**src/rtl/riscv_pkg.sv**
```systemverilog
// Shared RISC-V front-end definitions: NOP, opcodes, fetch-fault bit
// indices, IFU state encoding and the fetch buffer entry layout.
package riscv_pkg;

  localparam int unsigned IFU_INST_W = 32;
  localparam int unsigned IFU_ADDR_W = 64;

  localparam logic [IFU_INST_W-1:0] NOP_INST = 32'h0000_0013; // addi x0,x0,0

  // Major opcodes (inst[6:0]), shared by fetch and decode
  localparam logic [6:0] OPC_LOAD     = 7'b000_0011;
  localparam logic [6:0] OPC_MISC_MEM = 7'b000_1111;
  localparam logic [6:0] OPC_OP_IMM   = 7'b001_0011;
  localparam logic [6:0] OPC_AUIPC    = 7'b001_0111;
  localparam logic [6:0] OPC_OP_IMM32 = 7'b001_1011;
  localparam logic [6:0] OPC_STORE    = 7'b010_0011;
  localparam logic [6:0] OPC_OP       = 7'b011_0011;
  localparam logic [6:0] OPC_LUI      = 7'b011_0111;
  localparam logic [6:0] OPC_OP32     = 7'b011_1011;
  localparam logic [6:0] OPC_BRANCH   = 7'b110_0011;
  localparam logic [6:0] OPC_JALR     = 7'b110_0111;
  localparam logic [6:0] OPC_JAL      = 7'b110_1111;
  localparam logic [6:0] OPC_SYSTEM   = 7'b111_0011;

  // fetch_fault bit positions
  localparam int unsigned FAULT_MISALIGN_BIT = 0;
  localparam int unsigned FAULT_ACCESS_BIT   = 1;

  typedef enum logic [1:0] {
    RUN   = 2'd0,
    HALT  = 2'd1,
    FAULT = 2'd2
  } ifu_state_e;

  typedef struct packed {
    logic [1:0]            fault;
    logic [IFU_ADDR_W-1:0] pc;
    logic [IFU_INST_W-1:0] inst;
  } fetch_entry_t;

endpackage

```
**src/rtl/ifu_fifo.sv**
```systemverilog
// Small synchronous FIFO with flush. Flush clears all entries but still
// accepts a push in the same cycle, so the flush cycle can seed one entry.
// A push into a full FIFO is taken when a pop happens in the same cycle.
module ifu_fifo
  import riscv_pkg::*;
#(
  parameter type         T     = fetch_entry_t,
  parameter int unsigned DEPTH = 2,
  localparam int unsigned CNT_W = $clog2(DEPTH) + 1
) (
  input  logic             clk_i,
  input  logic             rst_n_i,
  input  logic             flush_i,
  input  logic             push_i,
  input  T                 din_i,
  input  logic             pop_i,
  output T                 dout_o,
  output logic [CNT_W-1:0] count_o,
  output logic             full_o,
  output logic             empty_o
);

  localparam int unsigned PTR_W = (DEPTH > 1) ? $clog2(DEPTH) : 1;

  T                 mem_q [DEPTH];
  logic [PTR_W-1:0] rd_q, rd_d, wr_q, wr_d, wr_idx;
  logic [CNT_W-1:0] cnt_q, cnt_d;
  logic             do_push, do_pop;

  function automatic logic [PTR_W-1:0] nxt(input logic [PTR_W-1:0] p);
    return (p == PTR_W'(DEPTH - 1)) ? '0 : p + 1'b1;
  endfunction

  // Pointer / count update; flush wins over pop and restarts at slot 0
  always_comb begin
    do_pop  = pop_i && (cnt_q != '0);
    do_push = push_i && ((cnt_q != CNT_W'(DEPTH)) || do_pop || flush_i);
    rd_d    = rd_q;
    wr_d    = wr_q;
    cnt_d   = cnt_q;
    wr_idx  = wr_q;
    if (flush_i) begin
      rd_d   = '0;
      wr_idx = '0;
      wr_d   = do_push ? PTR_W'(1) : '0;
      cnt_d  = do_push ? CNT_W'(1) : '0;
    end else begin
      if (do_pop)  rd_d = nxt(rd_q);
      if (do_push) wr_d = nxt(wr_q);
      cnt_d = cnt_q + CNT_W'(do_push) - CNT_W'(do_pop);
    end
  end

  // Control state
  always_ff @(posedge clk_i or negedge rst_n_i) begin
    if (!rst_n_i) begin
      rd_q  <= '0;
      wr_q  <= '0;
      cnt_q <= '0;
    end else begin
      rd_q  <= rd_d;
      wr_q  <= wr_d;
      cnt_q <= cnt_d;
    end
  end

  // Storage; contents are don't-care while empty so no reset is needed
  always_ff @(posedge clk_i) begin
    if (do_push) mem_q[wr_idx] <= din_i;
  end

  assign dout_o  = mem_q[rd_q];
  assign count_o = cnt_q;
  assign full_o  = (cnt_q == CNT_W'(DEPTH));
  assign empty_o = (cnt_q == '0);

endmodule

```
**src/rtl/ifu_fetch.sv**
```systemverilog
// Instruction fetch unit: owns the fetch PC, issues word reads to imem,
// buffers responses with their PCs and hands them to decode. Redirects
// flush everything and turn in-flight responses into drops.
// Optional build macro IFU_PERF_CNT_EN adds fetched/dropped/bubble counters.
// Note: entry layout uses the package widths, so INST_WIDTH/ADDR_WIDTH must
// match IFU_INST_W/IFU_ADDR_W.
module ifu_fetch
  import riscv_pkg::*;
#(
  parameter int unsigned           INST_WIDTH      = 32,
  parameter int unsigned           ADDR_WIDTH      = 64,
  parameter logic [ADDR_WIDTH-1:0] RESET_PC        = 64'h8000_0000,
  parameter int unsigned           FIFO_DEPTH      = 2,
  parameter int unsigned           MAX_OUTSTANDING = 2
) (
  input  logic                  clk_i,
  input  logic                  rst_n_i,
  output logic                  imem_req_valid_o,
  input  logic                  imem_req_ready_i,
  output logic [ADDR_WIDTH-1:0] imem_req_addr_o,
  input  logic                  imem_rsp_valid_i,
  input  logic [INST_WIDTH-1:0] imem_rsp_data_i,
  input  logic                  imem_rsp_err_i,
  input  logic                  redirect_valid_i,
  input  logic [ADDR_WIDTH-1:0] redirect_pc_i,
  output logic                  inst_valid_o,
  input  logic                  inst_ready_i,
  output logic [INST_WIDTH-1:0] inst_o,
  output logic [ADDR_WIDTH-1:0] pc_o,
  output logic [1:0]            fetch_fault_o
`ifdef IFU_PERF_CNT_EN
  ,
  output logic [63:0]           perf_fetched_o,
  output logic [63:0]           perf_dropped_o,
  output logic [63:0]           perf_bubble_o
`endif
);

  localparam int unsigned CNT_W  = $clog2(MAX_OUTSTANDING) + 1;
  localparam int unsigned FCNT_W = $clog2(FIFO_DEPTH) + 1;

  ifu_state_e            state_q, state_d;
  logic [ADDR_WIDTH-1:0] fetch_pc_q, fetch_pc_d;
  logic [ADDR_WIDTH-1:0] req_addr_q, req_addr;
  logic                  hold_q, hold_d, stale_q, stale_d, started_q;
  logic [CNT_W-1:0]      outst_q, outst_d, drop_q, drop_d, live;
  logic                  issue_ok, req_valid, acc, rsp_live;

  logic                  ibuf_push, ibuf_empty, ibuf_full, flush;
  fetch_entry_t          ibuf_din, ibuf_head;
  logic [FCNT_W-1:0]     ibuf_cnt;
  logic                  pend_push, pend_pop, pend_full, pend_empty;
  logic [ADDR_WIDTH-1:0] pend_head;
  logic [CNT_W-1:0]      pend_cnt;
  logic [1:0]            rsp_fault;

  // Request side: a held request always stays on the bus; new ones obey
  // the credit rule and never start in a redirect cycle
  always_comb begin
    live      = outst_q - drop_q;
    issue_ok  = started_q && (state_q == RUN) &&
                (32'(ibuf_cnt) + 32'(live) < 32'(FIFO_DEPTH)) &&
                (32'(outst_q) < 32'(MAX_OUTSTANDING));
    req_valid = hold_q || (issue_ok && !redirect_valid_i);
    req_addr  = hold_q ? req_addr_q : fetch_pc_q;
    acc       = req_valid && imem_req_ready_i;
    hold_d    = req_valid && !imem_req_ready_i;
    rsp_live  = imem_rsp_valid_i && (drop_q == '0);
    rsp_fault = '0;
    rsp_fault[FAULT_ACCESS_BIT] = imem_rsp_err_i;
  end

  // Next-state: redirect overrides everything, otherwise track accepts,
  // responses and drops
  always_comb begin
    state_d    = state_q;
    fetch_pc_d = fetch_pc_q;
    outst_d    = outst_q + CNT_W'(acc) - CNT_W'(imem_rsp_valid_i);
    drop_d     = drop_q;
    stale_d    = stale_q && hold_d;
    flush      = 1'b0;
    ibuf_push  = 1'b0;
    ibuf_din   = '0;
    pend_push  = 1'b0;
    pend_pop   = 1'b0;
    if (redirect_valid_i) begin
      // every request still owed a response after this edge is stale
      flush      = 1'b1;
      drop_d     = outst_d;
      stale_d    = hold_d;
      fetch_pc_d = redirect_pc_i;
      if (redirect_pc_i[1:0] != 2'b00) begin
        state_d   = FAULT;
        ibuf_push = 1'b1;
        ibuf_din  = '{fault: 2'b01, pc: redirect_pc_i, inst: NOP_INST};
      end else begin
        state_d = RUN;
      end
    end else begin
      if (acc) begin
        if (stale_q) begin
          drop_d = drop_d + 1'b1;
        end else begin
          fetch_pc_d = fetch_pc_q + ADDR_WIDTH'(4);
          pend_push  = 1'b1;
        end
      end
      if (imem_rsp_valid_i && (drop_q != '0)) drop_d = drop_d - 1'b1;
      if (rsp_live) begin
        pend_pop  = 1'b1;
        ibuf_push = 1'b1;
        ibuf_din  = '{fault: rsp_fault, pc: pend_head, inst: imem_rsp_data_i};
        if (imem_rsp_err_i) state_d = HALT;
      end
    end
  end

  // Fetch control state
  always_ff @(posedge clk_i or negedge rst_n_i) begin
    if (!rst_n_i) begin
      state_q    <= RUN;
      fetch_pc_q <= RESET_PC;
      req_addr_q <= RESET_PC;
      hold_q     <= 1'b0;
      stale_q    <= 1'b0;
      outst_q    <= '0;
      drop_q     <= '0;
      started_q  <= 1'b0;
    end else begin
      state_q    <= state_d;
      fetch_pc_q <= fetch_pc_d;
      req_addr_q <= req_addr;
      hold_q     <= hold_d;
      stale_q    <= stale_d;
      outst_q    <= outst_d;
      drop_q     <= drop_d;
      started_q  <= 1'b1;
    end
  end

  ifu_fifo #(.T(fetch_entry_t), .DEPTH(FIFO_DEPTH)) u_ibuf (
    .clk_i   (clk_i),
    .rst_n_i (rst_n_i),
    .flush_i (flush),
    .push_i  (ibuf_push),
    .din_i   (ibuf_din),
    .pop_i   (inst_ready_i),
    .dout_o  (ibuf_head),
    .count_o (ibuf_cnt),
    .full_o  (ibuf_full),
    .empty_o (ibuf_empty)
  );

  ifu_fifo #(.T(logic [ADDR_WIDTH-1:0]), .DEPTH(MAX_OUTSTANDING)) u_pend (
    .clk_i   (clk_i),
    .rst_n_i (rst_n_i),
    .flush_i (flush),
    .push_i  (pend_push),
    .din_i   (req_addr),
    .pop_i   (pend_pop),
    .dout_o  (pend_head),
    .count_o (pend_cnt),
    .full_o  (pend_full),
    .empty_o (pend_empty)
  );

  assign imem_req_valid_o = req_valid;
  assign imem_req_addr_o  = req_addr;
  assign inst_valid_o     = !ibuf_empty;
  assign inst_o           = ibuf_empty ? NOP_INST : ibuf_head.inst;
  assign pc_o             = ibuf_empty ? '0 : ibuf_head.pc;
  assign fetch_fault_o    = ibuf_empty ? 2'b00 : ibuf_head.fault;

`ifdef IFU_PERF_CNT_EN
  logic [63:0] perf_fetched_q, perf_dropped_q, perf_bubble_q;

  // Event counters, free-running and wrapping
  always_ff @(posedge clk_i or negedge rst_n_i) begin
    if (!rst_n_i) begin
      perf_fetched_q <= '0;
      perf_dropped_q <= '0;
      perf_bubble_q  <= '0;
    end else begin
      if (rsp_live && !redirect_valid_i) perf_fetched_q <= perf_fetched_q + 64'd1;
      if (imem_rsp_valid_i && (redirect_valid_i || drop_q != '0))
        perf_dropped_q <= perf_dropped_q + 64'd1;
      if (inst_ready_i && ibuf_empty) perf_bubble_q <= perf_bubble_q + 64'd1;
    end
  end

  assign perf_fetched_o = perf_fetched_q;
  assign perf_dropped_o = perf_dropped_q;
  assign perf_bubble_o  = perf_bubble_q;
`endif

  a_cnt_bound: assert property (@(posedge clk_i) disable iff (!rst_n_i)
    (outst_q <= CNT_W'(MAX_OUTSTANDING)) && (drop_q <= outst_q));
  a_pend_track: assert property (@(posedge clk_i) disable iff (!rst_n_i)
    (pend_cnt == live) && !(pend_pop && pend_empty) && !(pend_push && pend_full && !pend_pop));
  a_ibuf_room: assert property (@(posedge clk_i) disable iff (!rst_n_i)
    (ibuf_push && ibuf_full && !flush) |-> inst_ready_i);

endmodule

```
**config.mk**
```make
export PLATFORM = sky130hd
export DESIGN_NAME = ifu_fetch
export DESIGN_NICKNAME = d
export VERILOG_FILES = /design/src/rtl/riscv_pkg.sv /design/src/rtl/ifu_fifo.sv /design/src/rtl/ifu_fetch.sv
export SDC_FILE = /design/constraint.sdc
export NUM_CORES = 1
export LEC_CHECK = 0
export CAP_MARGIN = 40
export CORE_MARGIN = 5
export CORE_UTILIZATION = 38
export DETAILED_ROUTE_END_ITERATION = 16
export DONT_BUFFER_PORTS = 1
export GPL_TIMING_DRIVEN = 0
export SYNTH_ARGS = -nofsm -noshare
export SYNTH_HDL_FRONTEND = slang
export SYNTH_HIERARCHICAL = 1
export SYNTH_SLANG_ARGS = --single-unit
export TNS_END_PERCENT = 10
```
**constraint.sdc**
```tcl
create_clock -name clk_i -period 9.81 [get_ports clk_i]
set_input_delay 1.962 -clock clk_i [delete_from_list [all_inputs] [get_ports clk_i]]
set_output_delay 1.962 -clock clk_i [all_outputs]
set_load 0.03 [all_outputs]
```
==> metrics.md <==
| Metric | Value |
|---|---|
| Final Hold Vio Count | 0 |
| Placeable Area | between 0.05 and 0.06 sq mm |
| Delay-heaviest family, CP | buffers and inverters |
| First-pass GRT wire length | around 81,000 microns |
| Htree depth | 2 |
| CTS Buf Count | 51 |
| Worst Skew | 0.0249 ns |
| Peak supply drop | 153 uV |
| Multi-input gate area | 0.00657 sq mm |
| Clock Power Share | 0.303 |
| Mapped Cells | 1,421 |
| Sw frac | 0.343 |
| I/O Buffers | 0 |
| NumNets Final | 1,617 |
| Vias per Instance | 5.42 |
| Die Span Y | 242 microns |
| Final WL | 53,500 microns |
| Placed Area | 0.0217 sq mm |
| Gr busiest metal | met2 |
| Max_cap viols | 0 |
| Die width | 242 microns |
| LEAKAGE | 8.16 nW |
| Post-Syn Area per Cell | 14.4 sq um |
| GRT met2 Usage | 0.300 |
| Clk buf depth | 3 |
| Measured slew at the worst slew-check pin | 0.906 ns |
| Resized Gates After CTS | 0 |
| Clk_lat worst skew | 0.60 ns |
| Critical path's slowest cell | nor4bb_1 |
| Final Wtd Congestion | 0.767 |
| Post-CTS Setup Inserts | 0 |
| Critical path fanouts, max | 15 |
| Post-route cell area | 0.0233 sq mm |
| Fin Hold WS | roughly 0.51 ns |
| Type of the worst setup path | in2out |
| Sum Neg Setup Slack | 0 ns |
| Sequential power share | 0.413 |
| Post-CTS Hold Buffers | 0 |
| Area grow syn2layout | 14.4% |
| Slew Limit Fails | 0 |
| Switching power total | about 2.1 mW |
| Number of global-route vias before repair | 12,900 |
| WP data arrival | 3.59 ns |
| FMAX | 180 MHz |
| CTS Sinks | 469 |
| RSZ-0062 raised after global routing | no |
| Comb pwr share | 0.284 |
| DR pass1 iterations | 5 |
| Crit path buffers/inverters | 2 |
| DP HPWL | around 38,000 microns |
| Power per cell area | 261 mW/mm^2 |
| Pin count of the biggest net entering global routing | 146 |
| Clock slew at reported path FFs | 0.06 ns |
| Total gr overflow | 0 |
| Clock tree root buffer cell | clkbuf_16 |
| Cell Rows | 85 |
| Global Route met3 Usage | 0.0573 |
| Rel. slew slack | 0.391 |
| Initial core utilization | 0.381 |
| Cell-internal power | 4.01 mW |
| Remaining DRCs | 0 |
| Final min period | around 5.6 ns |
| GRT Util Overall | 0.179 |
| YS warnings | 6 |
| Endpoints failing setup | 0 |
| Synthesized net count | 1,534 |
| Vias | 12,200 |
| Cell breakdown of the critical path | clkbuf_1 -> nor4bb_1 -> a31oi_1 -> inv_1 |
| Synthesized area | 0.0204 sq mm |
| Antenna violations before repair | 1 |
| Hold Crit Class | reg2reg |
| TritonCTS clock tree | yes |
| Die ar. | 0.0584 sq mm |
| CP max stage delay | 0.56 ns |
| CP endpoint kind | primary output |
| Met1 GRT Util | 0.226 |
| Share of post-route cells with drive strength above 1 | 0.195 |
| Initial drt markers | 739 |
| Worst EP required | slightly below 8 ns |
| Final worst-path cycle share | 0.566 |
| Fill cells | 4,878 |
| Run status | finished, final reports clean |
| Fin cells | 2,243 |
| Sequential Area | between 0.01 and 0.015 sq mm |
| Ant diodes | 0 |
| Startpoint Class | input pin |
| Post-route ant nets | 0 |
| Ports | 267 |
| WL/cell | 23.8 microns |
| Placed instance count | 2,145 |
worst register-to-register path: stages (launching register included):
cell and delay (ns):
dfrtp_1 0.41, ha_1 0.20, xor2_1 0.15, xnor2_1 0.20
fa_1 0.45, nor4bb_1 0.19, a31oi_1 0.57, inv_1 0.43
nand2b_1 0.31, clkbuf_1 0.45, clkbuf_1 0.72, o31ai_1 0.18
a31oi_1 0.20
per-stage QoR:
stage | utilization | setup slack, ns | power, mW
final | 0.436 | 4.26 | 6.10
after global routing | 0.436 | 4.12 | 6.38
after CTS | 0.436 | 4.18 | 6.19
after detailed placement | 0.406 | 3.80 | 4.31
after global placement | 0.398 | -3.15 | 4.27
after floorplan | - | 1.69 | 3.91
worst paths after layout:
path / from / to / slack, ns / cells after the start
min reg2reg: fetch_pc_q[1]$_DFFE_PN0P_ / fetch_pc_q[1]$_DFFE_PN0P_ / 0.51 / 1
min: fetch_pc_q[1]$_DFFE_PN0P_ / fetch_pc_q[1]$_DFFE_PN0P_ / 0.51 / 1
min in group asynchronous: rst_n_i / fetch_pc_q[29]$_DFFE_PN0P_ / 1.08 / 0
max reg2reg: drop_q[0]$_DFF_PN0_ / fetch_pc_q[60]$_DFFE_PN0P_ / 5.27 / 12
max: redirect_valid_i / imem_req_valid_o / 4.26 / 4
max in group asynchronous: rst_n_i / req_addr_q[31]$_DFF_PN1_ / 8.35 / 0
per-layer routing:
layer | vias to the layer above | part of all wire
li1 | 5504 | -
met1 | 6245 | 0.42
met2 | 333 | 0.49
met3 | 83 | 0.071
met4 | 0 | 0.024
met5 | - | 0
cells in the final DEF, fill, tap and decap left out, types with 14 or more instances in the layout:
| cell type | count |
|---|---|
| o31ai_1 | 20 |
| clkbuf_1 | 71 |
| mux2_2 | 152 |
| nand2_1 | 55 |
| a22o_1 | 64 |
| and2_1 | 34 |
| or3_1 | 16 |
| edfxtp_1 | 324 |
| buf_6 | 14 |
| nand3_1 | 31 |
| xnor2_1 | 32 |
| nor2b_1 | 97 |
| o21ai_0 | 44 |
| mux2_1 | 64 |
| clkbuf_16 | 52 |
| inv_1 | 18 |
| dfrtp_1 | 143 |
| a31oi_1 | 36 |
| or4_1 | 25 |
| nor2_1 | 53 |
sequential cells by signal, indices dropped and copies added (netlist names):
register and count:
fetch_pc_q 64, u_ibuf/rd_q 1, hold_q 1, u_pend/rd_q 1
u_pend/mem_q 128, u_ibuf/wr_q 1, state_q 2, outst_q 2
u_pend/count_o 2, req_addr_q 64, u_ibuf/mem_q 196, u_pend/wr_q 1
u_ibuf/count_o 2, drop_q 2, started_q 1, stale_q 1
cell type report:
cell class	instances	share of cell area
repair buffers	30	0.0180
plain buffers	89	0.0188
multi-input cells	845	0.282
clock buffers	67	0.0590
clock inverters	29	0.00992
well taps	696	0.0373
inverters	18	0.00289
flip-flops and latches	469	0.572
power groups by stage:
stage / Clock, mW / Combinational [mW] / Sequential, mW
2_1_floorplan: 0 / 1.36 / 2.55
3_3_place_gp: 0 / 1.68 / 2.59
3_5_place_dp: 0 / 1.76 / 2.56
4_1_cts: 1.91 / 1.76 / 2.52
5_1_grt: 1.99 / 1.85 / 2.54
6_report: 1.85 / 1.73 / 2.52
(Power assumes the default switching activity.)
==> RTL edit 1 (config.mk and constraints unchanged) <==
`MAX_OUTSTANDING`: 2 -> 1.
--- a/src/rtl/ifu_fetch.sv
+++ b/src/rtl/ifu_fetch.sv
@@ -12,5 +12,5 @@
   parameter logic [ADDR_WIDTH-1:0] RESET_PC        = 64'h8000_0000,
   parameter int unsigned           FIFO_DEPTH      = 2,
-  parameter int unsigned           MAX_OUTSTANDING = 2
+  parameter int unsigned           MAX_OUTSTANDING = 1
 ) (
   input  logic                  clk_i,
Formal check against the unedited RTL: not equivalent (Yosys sat finds a counterexample within 4 cycles, from zero or initial values and one cycle with rst_n_i low).
==> RTL edit 1 against the original RTL <==
- sequential power shrank 17%
- sequential cell count decreased by 69
- hold slack got worse by 0.0063 ns
- final area shrank 15%
- area after synthesis decreased by 14%
- clock skew fell by 0.0030 ns
- sequential share of layout area decreased by 0.31 points
- setup slack lost 0.32 ns
- clock power shrank 15%
- routed wire length decreased by 9.2%
- count of clock-buffer cells in the layout increased by 4
- total power down 18%
==> RTL edit 1: results (changes against the original RTL) <==
Power
  • Leak: 0.00703 uW (-14%)
  • Total chip power: 5000 uW (-18%)
  • Cell Int Power: 3310 uW (-17%)
  • VDD IR max: 0.000170 V (+11%)

Layout
  • Fin nets: 1451 (-10%)
  • Layout cells sized above 1: 20.3% (+0.86 points)
  • Final cell count without fillers: 1978 (-12%)
  • Fill count: 4181 (-14%)

Critical path
  • Reg2reg path depth: 7 (-5)
  • Reg-to-reg critical path startpoint: drop_q$_DFF_PN0_
  • Reg2reg end: u_ibuf/mem_q[0][87]$_DFFE_PP_
  • Worst-path fanout max: 10 (-5)

STA
  • Slew @ Worst Pin: 0.937 ns (+0.0305 ns)
  • Hold Worst Slack: 0.506 ns (-0.00628 ns)
  • Final Skew: 0.0220 ns (-0.00299 ns)

Route
  • WL per Instance: 24.6 um (+3.0%)
  • Routed via count: 11.1k (-9.0%)
  • DRT Pass-1 Iters: 5 (unchanged)
  • Initial DRC count: 692 (-6.4%)

Clock network
  • H-tree depth: 2 (unchanged)
  • Clock slew at reported path FFs: 0.06 ns (about the same)
  • CTS buffer count: 45 (-12%)
  • Worst-skew pair later-pin latency: 0.56 ns (-0.04 ns)

Hold path
  • Worst hold path startpoint: fetch_pc_q[0]$_DFFE_PN0P_
  • Hold EP: fetch_pc_q[0]$_DFFE_PN0P_

Placed design
  • Placed Cells: 1898 (-12%)
  • Gpl congestion: 0.857 (+12%)
  • Dpl hpwl: 34500 um (-9.7%)

Synth
  • Ys Warns: 6 (unchanged)
  • Mapped Nets: 1387 (-9.6%)
  • Avg Cell Area, Syn: 13.7 um^2 (-4.8%)

Global route
  • Global-route wire length before repair: 71900 um (-12%)
  • Total GRT Usage: 18.7% (+0.75 points)
  • Largest net degree at the start of global routing: 141 (-3.4%)
  • Initial antenna violation count: 0 (-1)

Status
  • Status: finished clean
-- RTL edit 1: routing by layer --
| metal | routed length, um | track usage (%) | up-vias | share of wire [%] |
|---|---|---|---|---|
| met5 | 0 | 0 | - | 0 |
| met4 | 1860 | 7.52 | 0 | 3.8 |
| met2 | 22200 | 29.2 | 409 | 46 |
| met3 | 3750 | 4.82 | 99 | 7.7 |
| met1 | 20800 | 25.0 | 5588 | 43 |
| li1 | - | - | 4971 | - |
-- RTL edit 1: final cells by class --
class                           count  area share [%]
Buffer                             80            1.98
Clock buffer                       71            6.71
Multi-Input combinational cell    786            29.1
Clock inverter                      9           0.239
Inverter                           15           0.283
Timing Repair Buffer               17            1.00
Sequential cell                   400            56.9
Tap cell                          600            3.78
-- RTL edit 1: worst max-delay path, cell delays in order --
cell and delay [ns]:
nor4b_1 0.27, a21oi_1 0.22, clkbuf_1 0.39, inv_1 0.16, buf_2 0.35, buf_1 0.33, buf_8 0.22
-- RTL edit 1: power by group through the flow --
stage          sequential [uW]  clock, uW  combinational (uW)
2_1_floorplan             2110          0                1060
3_3_place_gp              2130          0                1310
3_5_place_dp              2120          0                1340
4_1_cts                   2090       1630                1350
5_1_grt                   2110       1710                1410
6_report                  2090       1580                1320
-- RTL edit 1: through the flow --
stage                     utilization, %  instance area (um^2)  setup TNS [ns]  setup slack (ns)
after floorplan                        -                 17500               0              3.35
after global placement              40.2                 18300          -47.88            -0.709
after detailed placement            40.7                 18500               0              3.91
after CTS                           43.7                 19900               0              3.93
after global routing                43.7                 19900               0              3.83
final                               43.7                 19900               0              3.94
==> RTL edit 2 (config.mk and constraints unchanged) <==
Without the edit above. The 3 states of `ifu_state_e` get a one-hot encoding in 3 bits.
--- a/src/rtl/riscv_pkg.sv
+++ b/src/rtl/riscv_pkg.sv
@@ -27,8 +27,8 @@
   localparam int unsigned FAULT_ACCESS_BIT   = 1;
 
-  typedef enum logic [1:0] {
-    RUN   = 2'd0,
-    HALT  = 2'd1,
-    FAULT = 2'd2
+  typedef enum logic [2:0] {
+    RUN   = 3'b001,
+    HALT  = 3'b010,
+    FAULT = 3'b100
   } ifu_state_e;
 
Behaviour: same outputs for any inputs over 4 cycles, from zero or initial values and one cycle with rst_n_i low; so few cycles prove little.
==> RTL edit 2 against the original RTL <==
- final area rose by 0.54%
- largest cell class unchanged
- sequential cell count grew 1
- maximum frequency rose by 0.27%
- area after synthesis increased by 0.25%
- setup slack gained 0.015 ns
- total power fell by 1.8%
- clock skew decreased by 0.0067 ns
- combinational power shrank 9%
- critical path depth grew 1
- routed wire length down 0.70%
==> RTL edit 2: results (changes against the original RTL) <==
Status
  • Status: finished clean

Placed design
  • Gpl congestion: 0.780 (+1.8%)
  • Place WS: 4.06 ns (+0.257 ns)
  • IO buf count: 0 (unchanged)
  • Dpl hpwl: 38500 um (+0.88%)

Layout
  • Fin nets: 1603 (-0.87%)
  • Layout cells sized above 1: 21.7% (+2.2 points)
  • Largest regs: u_ibuf/mem_q (196), u_pend/mem_q (128)

STA
  • Final Skew: 0.0182 ns (-0.00670 ns)
  • Slew @ Worst Pin: 0.861 ns (-0.0453 ns)

Synth
  • Mapped Nets: 1522 (-0.78%)
  • Ys Warns: 6 (unchanged)

Global route
  • Global-route wire length before repair: 79400 um (-2.5%)
  • Number of global-route vias before repair: 12.3k (-5.0%)
  • Largest net degree at the start of global routing: 147 (+0.68%)
  • Initial antenna violation count: 3 (+2)
  • Total GRT Usage: 17.8% (-0.16 points)

Clock network
  • CTS buffer count: 50 (-2.0%)
  • Worst-skew pair later-pin latency: 0.58 ns (-0.02 ns)
  • Post-CTS Setup Inserts: 0 (unchanged)

Route
  • Initial DRC count: 632 (-14%)
  • WL per Instance: 23.8 um (about the same)
  • Vias/cell: 5.25 (-3.2%)

Critical path
  • Worst-path fanout max: 10 (-5)
  • CP Data Arrival Time: 3.58 ns (about the same)
  • Reg2reg path depth: 15 (+3)
  • CP startpoint: hold_q$_DFF_PN0_

Hold path
  • Min-Delay Path Depth: 2 (+1)
  • Worst hold path startpoint: state_q[0]$_DFFE_PN1P_

Power
  • Leak: 0.00837 uW (+2.5%)
  • VDD IR max: 0.000161 V (+5.3%)
## RTL edit 2: routing by layer
metal  part of all wire, %  vias up  wire, um  track usage [%]
li1                      -     5332         -                -
met1                    42     6009     22100             22.6
met2                    49      289     26000             29.8
met3                   6.9       75      3690             5.37
met4                   2.4        2      1300             4.68
met5                 0.017        -         9                0
## RTL edit 2: layout make-up
type,instances,area [um^2]
diodes,1,2.50
plain buffers,77,384
clock buffers,72,1450
clock inverters,22,245
fillers,4919,30100
inverters,22,82.6
multi-input cells,840,6630
flip-flops and latches,470,13400
well taps,696,871
repair buffers,29,412
## RTL edit 2: worst max-delay path, cell delays in order, from the launching register on
cell and delay [ns]:
dfrtp_1 0.32, clkbuf_1 0.60, clkbuf_1 0.62, clkbuf_1 0.69, o21ai_0 0.47, buf_4 0.30
## RTL edit 2: through the flow
stage / power [uW] / area [um^2] / cells / TNS, ns
final: 5980 / 23500 / 2229 / 0
after global routing: 6260 / 23500 / 2229 / 0
after CTS: 6080 / 23500 / 2228 / 0
after detailed placement: 4120 / 21800 / 2134 / 0
after global placement: 4080 / 21300 / 2105 / -650.99
after floorplan: 3760 / 20500 / 1409 / 0
## RTL edit 2: worst paths after layout
path                                                 end  slack (ns)
hold reg to reg                   state_q[0]$_DFFE_PN1P_        0.49
min in group asynchronous       req_addr_q[30]$_DFF_PN0_        1.08
setup / recovery                     imem_req_addr_o[34]        4.27
max in group asynchronous         state_q[0]$_DFFE_PN1P_        8.48
hold / removal                    state_q[0]$_DFFE_PN1P_        0.49
setup reg to reg           u_pend/mem_q[1][31]$_DFFE_PP_        4.90
## RTL edit 2: where the power goes
group | internal [uW] | total, uW | switching [uW]
registers | 2390 | 2470 | 84.5
logic | 475 | 1580 | 1100
clock network | 1160 | 1930 | 771
total | 4020 | 5980 | 1960
